--- config.mk ---
export PLATFORM = sky130hd
export DESIGN_NAME = pulse_event_arbiter
export DESIGN_NICKNAME = d
export VERILOG_FILES = /design/src/rtl/pulse_event_arbiter.sv
export SDC_FILE = /design/constraint.sdc
export NUM_CORES = 1
export LEC_CHECK = 0
export BUFFER_PORTS_ARGS = -buffer_cell sky130_fd_sc_hd__buf_4
export CORE_AREA = 3 3 53 55
export CTS_CLUSTER_DIAMETER = 60
export DETAILED_ROUTE_END_ITERATION = 16
export DIE_AREA = 0 0 56 58
export GPL_TIMING_DRIVEN = 1
export PLACE_DENSITY = 0.84
export SYNTH_ARGS = -nofsm -noshare
export SYNTH_HDL_FRONTEND = slang
export SYNTH_SLANG_ARGS = --single-unit
--- constraint.sdc ---
create_clock -name CLK -period 2.2 [get_ports CLK]
set_input_delay 0.11 -clock CLK [delete_from_list [all_inputs] [get_ports CLK]]
set_output_delay 0.11 -clock CLK [all_outputs]
set_load 0.03 [all_outputs]
--- src/rtl/pulse_event_arbiter.sv ---
//-----------------------------------------------------------------------------
// pulse_event_arbiter
//
// Collects single-cycle event pulses on NUM_CH channels into per-channel
// saturating counters. A round-robin arbiter offers the pending events
// downstream one at a time through a valid/ready handshake.
//
// Parameters
//   NUM_CH    number of pulse channels (power of 2, 2..16)
//   CNT_W     width of each per-channel pending-event counter
//   ID_W      channel index width, derived from NUM_CH
//
// Ports
//   CLK        clock; all logic runs on its rising edge
//   RST        synchronous active-high reset
//   PULSE_IN   per-channel single-cycle event pulses (already in CLK domain)
//   EN         allows the arbiter to start new offers
//   EVT_VALID  an event is being offered downstream
//   EVT_ID     channel index of the offered event
//   EVT_READY  downstream accepts the current offer
//   PENDING    bit i set while channel i's counter is nonzero
//   OVF        sticky per-channel overflow flags
//   OVF_CLR    clears the matching OVF bits
//-----------------------------------------------------------------------------
module pulse_event_arbiter #(
    parameter int NUM_CH = 4,
    parameter int CNT_W  = 3,
    localparam int ID_W  = $clog2(NUM_CH)
) (
    input  logic              CLK,
    input  logic              RST,
    input  logic [NUM_CH-1:0] PULSE_IN,
    input  logic              EN,
    output logic              EVT_VALID,
    output logic [ID_W-1:0]   EVT_ID,
    input  logic              EVT_READY,
    output logic [NUM_CH-1:0] PENDING,
    output logic [NUM_CH-1:0] OVF,
    input  logic [NUM_CH-1:0] OVF_CLR
);

    localparam logic [CNT_W-1:0] CNT_MAX = '1;

    typedef enum logic {
        IDLE,
        OFFER
    } state_t;

    state_t                        r_state;
    state_t                        w_state_nxt;
    logic [ID_W-1:0]               r_id;
    logic [ID_W-1:0]               r_last;
    logic [NUM_CH-1:0][CNT_W-1:0]  r_cnt;
    logic [NUM_CH-1:0][CNT_W-1:0]  w_cnt_nxt;
    logic [NUM_CH-1:0]             r_ovf;
    logic [NUM_CH-1:0]             w_ovf_set;
    logic [NUM_CH-1:0]             w_pending;
    logic [NUM_CH-1:0]             w_dec;
    logic                          w_sel_found;
    logic [ID_W-1:0]               w_sel_id;
    logic                          w_load;
    logic                          w_accept;

    //-------------------------------------------------------------------------
    // Pending vector straight from the registered counters
    //-------------------------------------------------------------------------
    always_comb begin
        w_pending = '0;
        for (int unsigned i = 0; i < NUM_CH; i++) begin
            w_pending[i] = |r_cnt[i];
        end
    end

    //-------------------------------------------------------------------------
    // Round-robin pick: scan upward from r_last+1. The index wraps naturally
    // because NUM_CH is a power of two, and the final probe (k == NUM_CH)
    // lands back on r_last itself so that channel has lowest priority.
    //-------------------------------------------------------------------------
    always_comb begin
        w_sel_found = 1'b0;
        w_sel_id    = '0;
        for (int unsigned k = 1; k <= NUM_CH; k++) begin
            if (!w_sel_found && w_pending[ID_W'(r_last + ID_W'(k))]) begin
                w_sel_found = 1'b1;
                w_sel_id    = ID_W'(r_last + ID_W'(k));
            end
        end
    end

    //-------------------------------------------------------------------------
    // FSM next state / handshake decode
    //-------------------------------------------------------------------------
    always_comb begin
        w_state_nxt = r_state;
        w_load      = 1'b0;
        w_accept    = 1'b0;
        case (r_state)
            IDLE: begin
                if (EN && w_sel_found) begin
                    w_load      = 1'b1;
                    w_state_nxt = OFFER;
                end
            end
            OFFER: begin
                // EN is not consulted here: an offer always runs to completion
                if (EVT_READY) begin
                    w_accept    = 1'b1;
                    w_state_nxt = IDLE;
                end
            end
            default: begin
                w_state_nxt = IDLE;
            end
        endcase
    end

    always_ff @(posedge CLK) begin
        if (RST) begin
            r_state <= IDLE;
            r_id    <= '0;
            r_last  <= ID_W'(NUM_CH - 1);
        end else begin
            r_state <= w_state_nxt;
            if (w_load) begin
                r_id <= w_sel_id;
            end
            if (w_accept) begin
                r_last <= r_id;
            end
        end
    end

    //-------------------------------------------------------------------------
    // Counter update. A pulse and an acceptance on the same channel cancel,
    // so the overflow flag is raised only by an uncancelled pulse at CNT_MAX.
    //-------------------------------------------------------------------------
    always_comb begin
        w_cnt_nxt = r_cnt;
        w_ovf_set = '0;
        w_dec     = '0;
        for (int unsigned i = 0; i < NUM_CH; i++) begin
            w_dec[i] = w_accept && (r_id == ID_W'(i));
            if (PULSE_IN[i] && !w_dec[i]) begin
                if (r_cnt[i] == CNT_MAX) begin
                    w_ovf_set[i] = 1'b1;
                end else begin
                    w_cnt_nxt[i] = r_cnt[i] + CNT_W'(1);
                end
            end else if (w_dec[i] && !PULSE_IN[i]) begin
                w_cnt_nxt[i] = r_cnt[i] - CNT_W'(1);
            end
        end
    end

    always_ff @(posedge CLK) begin
        if (RST) begin
            r_cnt <= '0;
            r_ovf <= '0;
        end else begin
            r_cnt <= w_cnt_nxt;
            // set has priority over a coincident clear
            r_ovf <= w_ovf_set | (r_ovf & ~OVF_CLR);
        end
    end

    assign EVT_VALID = (r_state == OFFER);
    assign EVT_ID    = r_id;
    assign PENDING   = w_pending;
    assign OVF       = r_ovf;

endmodule

# Yosys cells after proc, flatten, opt, wreduce, memory -nomap -nowiden
# Cells that the tools add are included.
word_totals:
  ff_bits: 21
  inputBits: 12
  output_inout_bits: 11
  elab_cells: 120
op_classes:
  add_sub_neg: 11
  order_cmp: 4
  n_eq_ne: 11
  muxes: 42
  bitwise_logic: 4
  n_reduce_logical: 40
ops:
  columns: ["op", "n"]
  rows:
  - ["3-bit 2-to-1 mux", 12]
  - ["1-bit 2-to-1 mux", 21]
  - ["1-bit logical AND", 16]
  - ["3-bit by 1-bit adder with 3-bit output, second input constant", 4]
  - ["3-bit equality test, second input constant", 4]
  - ["2-bit by 3-bit less-than comparator with 1-bit output, second input constant", 4]
  - ["3-bit OR reduction", 4]
  - ["3-bit by 1-bit subtractor with 3-bit output, second input constant", 4]
  - ["1-bit logical NOT", 11]
  - ["1-bit binary-select mux with 2-bit select", 4]
  - ["2-bit 2-to-1 mux", 4]
  - ["2-bit inequality test, second input constant", 4]
  - ["2-bit AND reduction", 4]
  - ["2-bit nonzero test", 4]
  - ["2-bit adder, second input constant", 2]
  - ["4-bit AND", 1]
  - ["2-bit equality test, second input constant", 2]
  - ["4-bit NOT", 1]
  - ["4-bit OR", 1]
  - ["2-bit by 1-bit adder with 2-bit output, second input constant", 1]
  - ["2-bit by 1-bit equality test with 1-bit output, second input constant", 1]
  - ["2-bit logical NOT", 1]
  - ["1-bit one-hot mux with 2 select lines", 1]
  - ["1-bit NOT", 1]

# Depth between registers and ports, before layout
depth:
  depth_word: 16
  depth_mapped: 8
  mapped_depth_nobuf: 7

# Worst setup path before layout
# Ideal clock, no wire load.
synth_path:
  path_kind: "reg-to-reg"
  start: "register r_id[1] (netlist: EVT_ID[1])"
  end: "register r_cnt[2] in the netlist's numbering"
  setup_ns: 0.064
  t_arrival_ns: 1.956
  t_required_ns: 2.136
  path_slack_ns: 0.180
  path_stages_with_launch: 6
  path_buffers: 0
  synth_period_minus_slack_ns: 2.020
  cell_sequence: "dfxtp_1 > nand4bb_1 > nand2_1 > fa_1 > or4b_1 > nand4_1"
synth_via:
  elab_chain_cells: 6
  word_cells_on_any_way: 9
  classes_between: "eq/ne (1); mux (1); reduce/logical (7)"
synth_rtl:
  columns: ["item", "line_no", "rtl"]
  rows:
  - ["start, declared", "51", "logic [ID_W-1:0] r_id;"]
  - ["start signal, assigned", "125", "r_id <= w_sel_id;"]
  - ["2-bit logical NOT *", "142", "w_dec[i] = w_accept && (r_id == ID_W'(i));"]
  - ["1-bit logical AND *", "142", null]
  - ["1-bit logical NOT", "143", "if (PULSE_IN[i] && !w_dec[i]) begin"]
  - ["1-bit logical AND", "143", null]
  - ["2-bit inequality test (no line) / 2-bit nonzero test (equally long branches)", null, null]
  - ["2-bit AND reduction (no line)", null, null]
  - ["end signal, assigned", "160", "r_cnt <= w_cnt_nxt;"]
  - ["end, declared", "53", "logic [NUM_CH-1:0][CNT_W-1:0] r_cnt;"]
# Mark *: on every way between the ends. The rest lies on a longest branch, timed or not.
# A chain may end at the register's enable or synchronous reset.

# Worst setup path after layout
# Same ends and word-level chain as after synthesis.

==> reports/qor_table.md <==
| Parameter | Reported |
|---|---|
| Slew at the pin with the worst max-slew slack | 0.382 ns |
| Clock net sink count | 21 |
| Worst min-delay path category | in -> reg |
| Pins over their slew limit | 0 |
| Die ar. | 0.00325 sq mm |
| Relative area change from synthesis to final layout | 16.0% |
| Post-synthesis cell type count | 43 |
| Register bit count reported by yosys | 21 |
| WS Path Type | reg -> reg |
| Hold violation count in the final report | 0 |
| Total I/O pin count | 23 |
| CTS clock-pin slew for the worst setup and hold paths | 0.11 ns |
| Worst-case clock buffer depth | 2 |
| Cell total after placement | 195 |
| Critical path startpoint category | flop |
| Fraction of layout instances using a drive strength above 1 | 18.9% |
| Maximum net fanout on the critical path | 7 |
| Worst path max stage delay | 0.43 ns |
| Setup crit end kind | flop |
| Max Cap Viol | 0 |
| TritonCTS clock tree | done |
| Row Count | 18 |
| Half-perimeter wire length after placement | 2130 microns |
| Worst min-delay path startpoint | PULSE_IN[0] |
| Global-route congestion overflow total | 0 |
| Main synth FF type | sky130_fd_sc_hd__dfxtp_1 |
| Detailed-route DRC error count | 0 |
| Run status | complete, no violations |
| Antenna diode instance count | 0 |
| Post-Route Skew | 0.00143 ns |
| Fraction of the cycle the final worst path needs | 89.1% |
| Combined area of all synthesized cells | 0.00126 sq mm |
| Number of antenna violations at the first check in global routing | 0 |
| Synthesized area divided by synthesized cell count | 8.48 sq um |
| RSZ-0062 raised after global routing | no |
| Synth async-reset ratio | 0% |
| Latest clock arrival within the worst-skew pair | 0.31 ns |
| Detailed-router iteration count before antenna repair | 5 |
| Remaining antenna violation count after routing | 0 |
| Cell type contributing the most total cell area after synthesis | sky130_fd_sc_hd__dfxtp_1 |
| Die width | 56 microns |
| Routed Wire Length | 2780 microns |
| Fin crit period | 1.96 ns |
| Number of enable-type register cells in the synthesized netlist | 0 |
| Req. time, crit path | 2.46 ns |
| Syn Nets | 165 |
| Leading cell type by number of instances after synthesis | sky130_fd_sc_hd__dfxtp_1 |
| Synth warnings | 0 |
| Number of global-route vias before repair | 1123 |
| Portion of the post-synthesis area used by sequential elements | 33.3% |
| Clock Root Buffer | sky130_fd_sc_hd__clkbuf_4 |
| DR WL/cell | 14.0 microns |
| First-pass GRT wire length | 4700 microns |
| Number of buffer cells added on primary ports | 22 |
| Cells along the critical path | nand4bb_2 > nand2_1 > fa_1 > or3_1 > nor3_1 > a31oi_1 > nand4_1 |
| Fmax | 510 MHz |
| Floorplan Core Area | 0.00243 sq mm |
| Final weighted congestion in routability-driven placement | 0.779 |
| Top cells by instance count after synthesis | sky130_fd_sc_hd__dfxtp_1 (21), sky130_fd_sc_hd__nor3_1 (14), sky130_fd_sc_hd__nand3_1 (13) |
| Final setup violation count | 0 |
| Power per cell area | 665 mW/mm^2 |
| Highest ir drop seen on vdd | 427 uV |
| Number of filler cells placed in the layout | 219 |
| Worst R2R Start | EVT_ID[1] |
| Number of standard cells in the layout, taps in and fillers out | 199 |
| Crit-path slowest cell | sky130_fd_sc_hd__dfxtp_1 |
| First element of the critical path | EVT_ID[1] |
| Initial Utilization | 52.0% |
| Synth top area share | 33.3% |
| Drt initial violations | 76 |
| Kind of cell adding the most delay to the critical path | simple AND/OR/NAND/NOR gates |
| Pin count of the biggest net entering global routing | 28 |
| Net count of the finished layout | 186 |
| Chip Height | 58 microns |
| Pwr Total | 0.975 mW |
| Total CTS buffers | 3 |
| Routed via count divided by cell count | 5.93 |
| Total of hold buffers inserted after clock tree synthesis | 0 |
| Overall Global Routing Usage | 17.8% |
| Ranking of synthesized cells by area | sky130_fd_sc_hd__dfxtp_1 (33%), sky130_fd_sc_hd__fa_1 (6.3%), sky130_fd_sc_hd__nor3_1 (5.5%) |
| Vias after detailed routing | 1181 |
| Number of levels the H-tree was split into | 1 |
| Relative slew slack | 74.3% |
| Final sum of negative setup slack | 0 ns |
| Gate Count Post-Synth | 149 |
| Worst EP arrival | 2.22 ns |
| Leakage power summed over all cells | 0.595 nW |
| Crit path buf inv count | 0 |
[cells in the final DEF (no fill, tap or decap), types with 2 or more instances in the layout]
master	synthesis	final
sky130_fd_sc_hd__nand3_1	13	13
sky130_fd_sc_hd__buf_4	0	22
sky130_fd_sc_hd__nor2b_1	4	4
sky130_fd_sc_hd__or3_1	4	4
sky130_fd_sc_hd__dfxtp_1	21	21
sky130_fd_sc_hd__clkbuf_4	0	3
sky130_fd_sc_hd__a21oi_1	8	8
sky130_fd_sc_hd__nand2b_1	2	2
sky130_fd_sc_hd__and3_1	5	5
sky130_fd_sc_hd__nor3b_1	2	2
sky130_fd_sc_hd__a211o_1	2	2
sky130_fd_sc_hd__o21ai_1	5	5
sky130_fd_sc_hd__nand4b_1	4	4
sky130_fd_sc_hd__nor2_1	8	8
sky130_fd_sc_hd__a21boi_1	2	2
sky130_fd_sc_hd__o22ai_1	2	2
sky130_fd_sc_hd__fa_1	4	4
sky130_fd_sc_hd__or2_1	3	3
sky130_fd_sc_hd__nand2_1	7	7
sky130_fd_sc_hd__nand4_1	3	3
sky130_fd_sc_hd__a2bb2oi_1	2	2
sky130_fd_sc_hd__nor3_1	14	14
sky130_fd_sc_hd__o22a_1	2	2
sky130_fd_sc_hd__inv_1	8	8
[cell type report]
| type | instances | area (sq um) | share of cell area (%) |
|---|---|---|---|
| clock inverter | 1 | 5.00 | 0.341 |
| multi-input combinational | 114 | 786 | 53.6 |
| timing repair buffer | 22 | 165 | 11.3 |
| sequential | 21 | 420 | 28.7 |
| tap | 30 | 37.5 | 2.56 |
| clock buffer | 3 | 22.5 | 1.54 |
| inverter | 8 | 30.0 | 2.05 |
[worst paths after layout]
check / depth (start not counted) / to / slack [ns]
worst max register to register: 7 / r_cnt[2] / 0.24
worst min register to register: 2 / OVF[3] / 0.52
worst max-delay path: 7 / r_cnt[2] / 0.24
worst min-delay path: 3 / r_cnt[2] / 0.08
[state kept, by name (all words and copies together) (netlist names)]
| register | count |
|---|---|
| EVT_VALID | 1 |
| r_last | 2 |
| EVT_ID | 2 |
| r_cnt | 12 |
| OVF | 4 |
[timing repair]
action                                  in CTS  in global routing
resized for setup                            0                  1
buffers inserted                             0                  0
endpoints found under the setup margin       0                  1
[worst register-to-register path, delay by kind of cell, from the launching register on]
| kind | cells | cell delay [ns] |
|---|---|---|
| compound gates | 1 | 0.06 |
| simple gates | 5 | 0.98 |
| flops | 1 | 0.43 |
| fa+ha+maj | 1 | 0.44 |
[power by group]
| part | internal [mW] | switching, mW | total, mW |
|---|---|---|---|
| Combinational | 0.136 | 0.187 | 0.324 |
| Clock | 0.0680 | 0.119 | 0.187 |
| Sequential | 0.416 | 0.0496 | 0.465 |
| Total | 0.620 | 0.356 | 0.975 |
[per-layer routing]
layer  routed length [microns]  track usage [%]  part of all wire [%]
met5                         0                0                     0
met4                         0             3.05                     0
met3                       198             4.68                   7.1
met2                      1440             32.7                    52
met1                      1140             21.0                    41
[kinds of logic after synthesis]
family                     after synthesis  share of synthesized area, %
AOI/OAI and AO/OA                       33                          20.0
adders and majority gates                4                          6.34
buffers and inverters                   14                          4.95
DFF                                     21                          33.3
muxes                                    2                          1.68
and+or+nand+nor                         75                          33.8
[metrics by stage]
step,cell area [sq um],hold WS [ns],setup slack (ns),util [%]
3_5_place_dp,1430,0.402,0.197,59.0
5_1_grt,1470,0.0810,0.0618,60.3
3_3_place_gp,1430,0.382,0.323,59.0
4_1_cts,1460,0.0675,0.168,60.1
6_report,1470,0.0798,0.240,60.3
2_1_floorplan,1260,0.251,0.180,-
No activity file was read; power rests on OpenSTA's default activity.
